===== config.mk =====
export PLATFORM = sky130hd
export DESIGN_NAME = pbl_entrada_ctrl
export DESIGN_NICKNAME = d
export VERILOG_FILES = /design/src/rtl/pbl_entrada_ctrl.sv
export SDC_FILE = /design/constraint.sdc
export NUM_CORES = 1
export LEC_CHECK = 0
export CAP_MARGIN = 20
export CORE_MARGIN = 1.5
export CORE_UTILIZATION = 51
export CTS_CLUSTER_SIZE = 16
export DETAILED_ROUTE_END_ITERATION = 8
export PLACE_DENSITY = 0.76
export SLEW_MARGIN = 25
export SYNTH_ARGS = -nofsm -noshare
export SYNTH_HDL_FRONTEND = slang
export SYNTH_SLANG_ARGS = --single-unit

===== constraint.sdc =====
create_clock -name clk -period 1.3 [get_ports clk]
set_clock_uncertainty 0.05 [all_clocks]
set_input_delay 0.26 -clock clk [delete_from_list [all_inputs] [get_ports clk]]
set_output_delay 0.26 -clock clk [all_outputs]
set_load 0.02 [all_outputs]

===== src/rtl/pbl_entrada_ctrl.sv =====
// ---------------------------------------------------------------------------
// pbl_entrada_ctrl
//
// Input-conditioning stage in front of the profile/permission decoder.
// The raw switches and push-buttons are synchronized, the buttons are
// debounced into single-cycle press pulses, and a two-state capture FSM
// presents a stable switch snapshot with a function selector.
//
// Parameters
//   DEB_CYCLES  consecutive stable cycles before a button level change is
//               accepted (>= 1). Board builds override it (e.g. 50000).
//
// Ports
//   clk      in   system clock, rising edge
//   rst_n    in   asynchronous, active-low reset
//   CH[7:0]  in   raw switches (IE01 code/req in [7:4], IE02 code/req in [3:0])
//   B[3:0]   in   raw push-buttons, active-low
//                 B[3] next function, B[2] confirm, B[1] clear, B[0] reserved
//   CH_REG   out  switch snapshot taken at confirm
//   FUN_SEL  out  selected function 0..3
//   VALID    out  high while CH_REG/FUN_SEL form a confirmed pair
//   NEW      out  one-cycle pulse on each capture
// ---------------------------------------------------------------------------
module pbl_entrada_ctrl #(
  parameter int unsigned DEB_CYCLES = 4
) (
  input  logic       clk,
  input  logic       rst_n,
  input  logic [7:0] CH,
  input  logic [3:0] B,
  output logic [7:0] CH_REG,
  output logic [1:0] FUN_SEL,
  output logic       VALID,
  output logic       NEW
);

  localparam int unsigned   CW       = $clog2(DEB_CYCLES + 1);
  // Counter value at which one more mismatching sample completes the window.
  localparam logic [CW-1:0] DEB_LAST = CW'(DEB_CYCLES - 1);

  typedef enum logic {
    S_IDLE,
    S_HOLD
  } state_t;

  // -------------------------------------------------------------------------
  // Two-flop synchronizers. Buttons reset to the released level so a button
  // held through reset is debounced afresh after release.
  // -------------------------------------------------------------------------
  logic [7:0] r_ch_s1;
  logic [7:0] r_ch_s2;
  logic [3:0] r_b_s1;
  logic [3:0] r_b_s2;

  always_ff @(posedge clk or negedge rst_n) begin
    if (!rst_n) begin
      r_ch_s1 <= '0;
      r_ch_s2 <= '0;
      r_b_s1  <= '1;
      r_b_s2  <= '1;
    end else begin
      r_ch_s1 <= CH;
      r_ch_s2 <= r_ch_s1;
      r_b_s1  <= B;
      r_b_s2  <= r_b_s1;
    end
  end

  // -------------------------------------------------------------------------
  // Debouncers, one per button. The counter tracks how many consecutive
  // samples have disagreed with the accepted level; any agreeing sample
  // clears it, so a bounce shorter than DEB_CYCLES is never accepted.
  // A press pulse is registered on the same edge that accepts a 1->0 change.
  // -------------------------------------------------------------------------
  logic [3:0]    r_stable;
  logic [3:0]    r_press;
  logic [CW-1:0] r_cnt [4];

  always_ff @(posedge clk or negedge rst_n) begin
    if (!rst_n) begin
      r_stable <= '1;
      r_press  <= '0;
      for (int unsigned i = 0; i < 4; i++) begin
        r_cnt[i] <= '0;
      end
    end else begin
      for (int unsigned i = 0; i < 4; i++) begin
        r_press[i] <= 1'b0;
        if (r_b_s2[i] == r_stable[i]) begin
          r_cnt[i] <= '0;
        end else if (r_cnt[i] == DEB_LAST) begin
          r_stable[i] <= r_b_s2[i];
          r_cnt[i]    <= '0;
          // Accepting a change away from 1 means the button went down.
          r_press[i]  <= r_stable[i];
        end else begin
          r_cnt[i] <= r_cnt[i] + 1'b1;
        end
      end
    end
  end

  logic w_nxt;
  logic w_cfm;
  logic w_clr;
  logic w_unused_rsvd;

  assign w_nxt         = r_press[3];
  assign w_cfm         = r_press[2];
  assign w_clr         = r_press[1];
  // Reserved button is debounced but deliberately drives nothing.
  assign w_unused_rsvd = r_press[0];

  // -------------------------------------------------------------------------
  // Capture FSM with registered outputs. Priority: clear > confirm > next;
  // only the highest-priority pulse in a cycle takes effect.
  // -------------------------------------------------------------------------
  state_t     r_state;
  logic [7:0] r_ch_reg;
  logic [1:0] r_fun_sel;
  logic       r_valid;
  logic       r_new;

  always_ff @(posedge clk or negedge rst_n) begin
    if (!rst_n) begin
      r_state   <= S_IDLE;
      r_ch_reg  <= '0;
      r_fun_sel <= '0;
      r_valid   <= 1'b0;
      r_new     <= 1'b0;
    end else begin
      r_new <= 1'b0;
      if (w_clr) begin
        // Snapshot and function are kept; only the pair is invalidated.
        r_state <= S_IDLE;
        r_valid <= 1'b0;
      end else if (w_cfm) begin
        r_ch_reg <= r_ch_s2;
        r_state  <= S_HOLD;
        r_valid  <= 1'b1;
        r_new    <= 1'b1;
      end else if (w_nxt) begin
        r_fun_sel <= r_fun_sel + 2'd1;
        // A changed function must never be presented with an old snapshot.
        if (r_state == S_HOLD) begin
          r_state <= S_IDLE;
          r_valid <= 1'b0;
        end
      end
    end
  end

  assign CH_REG  = r_ch_reg;
  assign FUN_SEL = r_fun_sel;
  assign VALID   = r_valid;
  assign NEW     = r_new;

endmodule


# Word level (Yosys, flattened, before mapping)

Index checks and enable logic that the tools add are counted.

Add/subtract/negate cells: 5
Eq/ne operators: 8
Muxes and demuxes: 25
Bitwise logic cells: 6
Reductions and logical operators: 9

Operators by type and width:

| operator              | number |
|---|---|
| $mux W3               | 8 |
| $mux W1               | 17 |
| $add A3 B1 Y3 const B | 4 |
| $eq A3 B2 Y1 const B  | 4 |
| $reduce_and A2 Y1     | 6 |
| $not A1 Y1            | 6 |
| $reduce_bool A3 Y1    | 2 |
| $eq A1 B1 Y1          | 4 |
| $reduce_and A3 Y1     | 1 |
| $add A2 B1 Y2 const B | 1 |

Flip-flop bits (word level): 57
Word-level logic and storage cells: 71

# Logic depth before layout (Yosys ltp)

Word-level depth: 4
Depth in mapped cells: 3
Mapped depth without buffers: 3

# Least setup slack after synthesis

No wires, ideal clock.

Kind: flip-flop to flip-flop
From: register r_cnt[0] (netlist bit)
To: register r_stable[3]
Setup time: 0.082 ns
Data arrival time: 1.039 ns
Slack: 0.129 ns
Cell stages (with the launch flop): 4
Buffers on the path: 0
Cells stage by stage: dfrtp_1 ha_1 nor2b_1 mux2_2

Word-level cells in the longest chain between the ends: 2

RTL lines:

| what                               | line | source |
|---|---|---|
| start: declaration                 | 77   | `logic [CW-1:0] r_cnt [4];` |
| start signal: indexed assignment   | 97   | `r_cnt[i] <= r_cnt[i] + 1'b1;` |
| $eq A3 B2 Y1                       | 91   | `end else if (r_cnt[i] == DEB_LAST) begin` |
| $reduce_and A2 Y1 (no source line) | --   |  |
| end signal: indexed assignment     | 92   | `r_stable[i] <= r_b_s2[i];` |
| end: declaration                   | 75   | `logic [3:0] r_stable;` |

No other way between the ends.
A chain may end at the register's enable or synchronous reset.

# Worst setup path in the final report

From: register r_press[1]
To: register r_ch_reg[2], in the netlist CH_REG[2]

Word-level cells in the longest chain between the ends: 2

RTL lines:

| what                               | line | source |
|---|---|---|
| start: declaration                 | 76   | `logic [3:0] r_press;` |
| start signal: indexed assignment   | 95   | `r_press[i] <= r_stable[i];` |
| $not A1 Y1 (no source line)        | --   |  |
| $reduce_and A2 Y1 (no source line) | --   |  |
| end signal: assignment             | 138  | `r_ch_reg <= r_ch_s2;` |
| end: declaration                   | 119  | `logic [7:0] r_ch_reg;` |

No other way between the ends.

==> impl_results.md <==
- Status: finished clean
- Fraction of layout cells with a size suffix above 1: 0.352
- First-pass DRT Iterations: 2
- Largest family of logic cells by synthesized area: multiplexers
- Fillers: 227
- Max-Cap Viols: 0
- Hold Path Class: in -> reg
- Final slew viol count: 0
- CP Capture Type: register
- Routed Antenna Nets: 0
- CP Buf/Inv Count: 1
- Crit path DAT: 1.42 ns
- Slew at the pin with the worst max-slew slack: 0.262 ns
- CP peak stage delay: 0.44 ns
- Die W: 60.2 um
- Peak supply drop: 0.952 mV
- Worst path slowest cell: dfrtp_1
- Pleak: 0.957 nW
- Mapped cell area: 0.00167 mm2
- Startpoint type of the worst setup path: register
- Post-synthesis simple-gate area fraction: 0.0824
- # rows: 20
- FF-to-FF setup slack: 0.07 ns
- Final Power: 3.54 mW
- Syn_area_per_cell: 18.0 um2
- Wire per inst: 11.7 um
- Largest net degree at the start of global routing: 51
- Total global routing overflow: 0
- Syn_nets: 110
- Worst hold path endpoint: r_b_s1[3]$_DFF_PN1_
- Worst reg2reg path depth: 3
- Sequential element share of the synthesized area: 0.756
- Critical path peak fanout: 9
- Post-Synth Adder-Cell Area: 0.0225
- Port Buf Inserts: 24
- GP Congestion: 0.681
- Total negative setup slack: 0 ns
- Worst path required time: 1.48 ns
- FF-to-FF End: CH_REG[2]$_DFFE_PN0P_
- Worst r2r src: r_press[1]$_DFF_PN0_
- Slew margin rel.: 0.824
- Die area: 0.00363 mm2
- Setup Buffers After CTS: 0
- Hpwl dp: 1.40 mm
- Hold slack: 0.263 ns
- Fin crit share: 0.950
- Diodes inserted: 0
- Crit Path Category: reg -> reg
- Synth unique cells: 18
- Root Buffer: clkbuf_4
- Register area: 0.00126 mm2
- Compound-cell area share of the yosys netlist: 0.0120
- CTS buffer count: 5
- Die H: 60.2 um
- Final setup viols: 0
- DRT Wirelength: 2.01 mm
- CTS sink cnt: 50
- CTS tree: built
- Final Hold Viols: 0
- Xor and xnor fraction of the mapped netlist area: 0.0262
- Final nets: 144
- Vias in the first global route: 826
- Initial antenna violation count: 0
- Post-synth top area share: 0.614
- Reg clk slew, reported paths: 0.12 ns
- Core area: 0.00308 mm2
- Synth area leaders: dfrtp_1, dfstp_2, mux2_4, ha_1, nor3b_1
- Deepest clock path buffer count: 2
- Clk_lat worst skew: 0.34 ns
- Worst path top cell family by delay: flip-flops
- P&R area growth vs syn: 19.6%
- Max Freq: 0.810 GHz
- Number of vias in the routed layout: 810
- DR DRC count: 0
- First-pass GRT wire length: 3.48 mm
- Worst Min Path Start: B[3]
- Area occupied by multi-input gates: 395 um2
- Mapped Cells: 93
- Flops & latches, synth: 50
- I/O Pins: 26
- Min cycle time layout: 1.23 ns
- Starting Density: 0.543
- Unrepaired setup endpoints after global routing: no
- Proportion of synthesized area in mux cells: 0.0921
- Cell Pwr Density: 1770 mW/mm2
- Yosys warnings: 0
- CP Cell Sequence: nor2b_2 -> buf_12 -> mux2_4
- Via density per instance: 4.71
- Synth area leader: dfrtp_1
- Initial DRC Count: 11
- Hold path depth: 1
- H-tree depth: 2
- Global Route Usage Sum: 0.139
## per-stage QoR
step,cells,instance area [um2],utilization,worst slack (ns)
after global placement,163,2000,0.649,0.0431
after CTS,172,2000,0.648,0.0275
after detailed placement,163,2000,0.649,0.0365
after global routing,172,2000,0.649,0.0200
after floorplan,93,1670,-,0.129
final,172,2000,0.649,0.0651
## cell type report
type                            count  area share
Tap cell                           44      0.0276
Sequential cell                    50       0.632
Clock buffer                        8      0.0244
Inverter                            1     0.00188
Timing Repair Buffer               28       0.116
Multi-Input combinational cell     41       0.198
## power by group
part / switching (mW) / internal, mW
logic: 0.408 / 0.457
clock network: 0.407 / 0.216
registers: 0.157 / 1.89
## placed cells by master (no fill, tap or decap)
master	n
dfrtp_1	41
buf_2	13
clkdlybuf4s50_1	11
dfstp_2	9
mux2_4	8
nor3b_1	5
clkbuf_4	5
nor2b_1	4
xnor2_1	3
nor3_1	3
and3b_1	3
mux2_2	3
ha_1	3
clkbuf_1	3
nor2b_2	2
xor2_1	2
a21oi_1	2
buf_12	2
inv_1	1
nand2b_1	1
and4bb_2	1
a21bo_2	1
dlygate4sd3_1	1
buf_4	1
## flip-flops by register name (all words and copies together) (netlist names), 2 cells and up
name      count
r_b_s2        3
CH_REG        8
r_b_s1        3
r_ch_s1       8
r_ch_s2       8
r_cnt         9
r_stable      3
r_press       3
FUN_SEL       2
## worst max path at each step
stage,cells after the start,end,startpoint
3_5_place_dp,1,FUN_SEL[0],FUN_SEL[0]$_DFFE_PN0P_
4_1_cts,3,r_stable[3]$_DFFE_PN1P_,r_cnt[0]$_DFF_PN0_
5_1_grt,3,r_stable[2]$_DFFE_PN1P_,r_cnt[3]$_DFF_PN0_
6_report,3,CH_REG[2]$_DFFE_PN0P_,r_press[1]$_DFF_PN0_
2_1_floorplan,3,r_stable[3]$_DFFE_PN1P_,r_cnt[0]$_DFF_PN0_
3_3_place_gp,1,FUN_SEL[1],FUN_SEL[1]$_DFFE_PN0P_
## cell families (layout without fill, tap and decap cells)
kind of cell,after synthesis,count (layout)
DFF,50,50
and+or+nand+nor,19,19
buffers and inverters,2,37
AOI/OAI and AO/OA,3,3
xor gates and xnor gates,5,5
adders and majority gates,3,3
muxes,11,11
## timing repair
| action | 4_1_cts | 5_1_grt |
|---|---|---|
| gates resized for setup | 48 | 1 |
| setup endpoints to repair | 12 | 1 |
| hold buffers | 1 | 0 |
| hold endpoints to repair | 41 | 0 |
| gates cloned | 0 | 0 |
## per-layer routing
layer / global-route usage / share of wire / up-vias
met4: 0.0952 / 0.024 / 0
met5: 0 / 0 / -
met3: 0.0455 / 0.046 / 7
li1: - / - / 378
met2: 0.217 / 0.49 / 18
met1: 0.163 / 0.44 / 407
## synthesized netlist by cell type
cell type,count
a21oi_1,2
buf_6,1
nor3_1,3
nand2b_1,1
dfrtp_1,41
ha_1,3
inv_1,1
and4bb_2,1
and3b_1,3
mux2_4,8
nor3b_1,5
xnor2_1,3
nor2b_2,1
mux2_2,3
a21bo_2,1
dfstp_2,9
nor2b_1,5
xor2_1,2
Note: power is estimated with default switching activity, not from simulation.
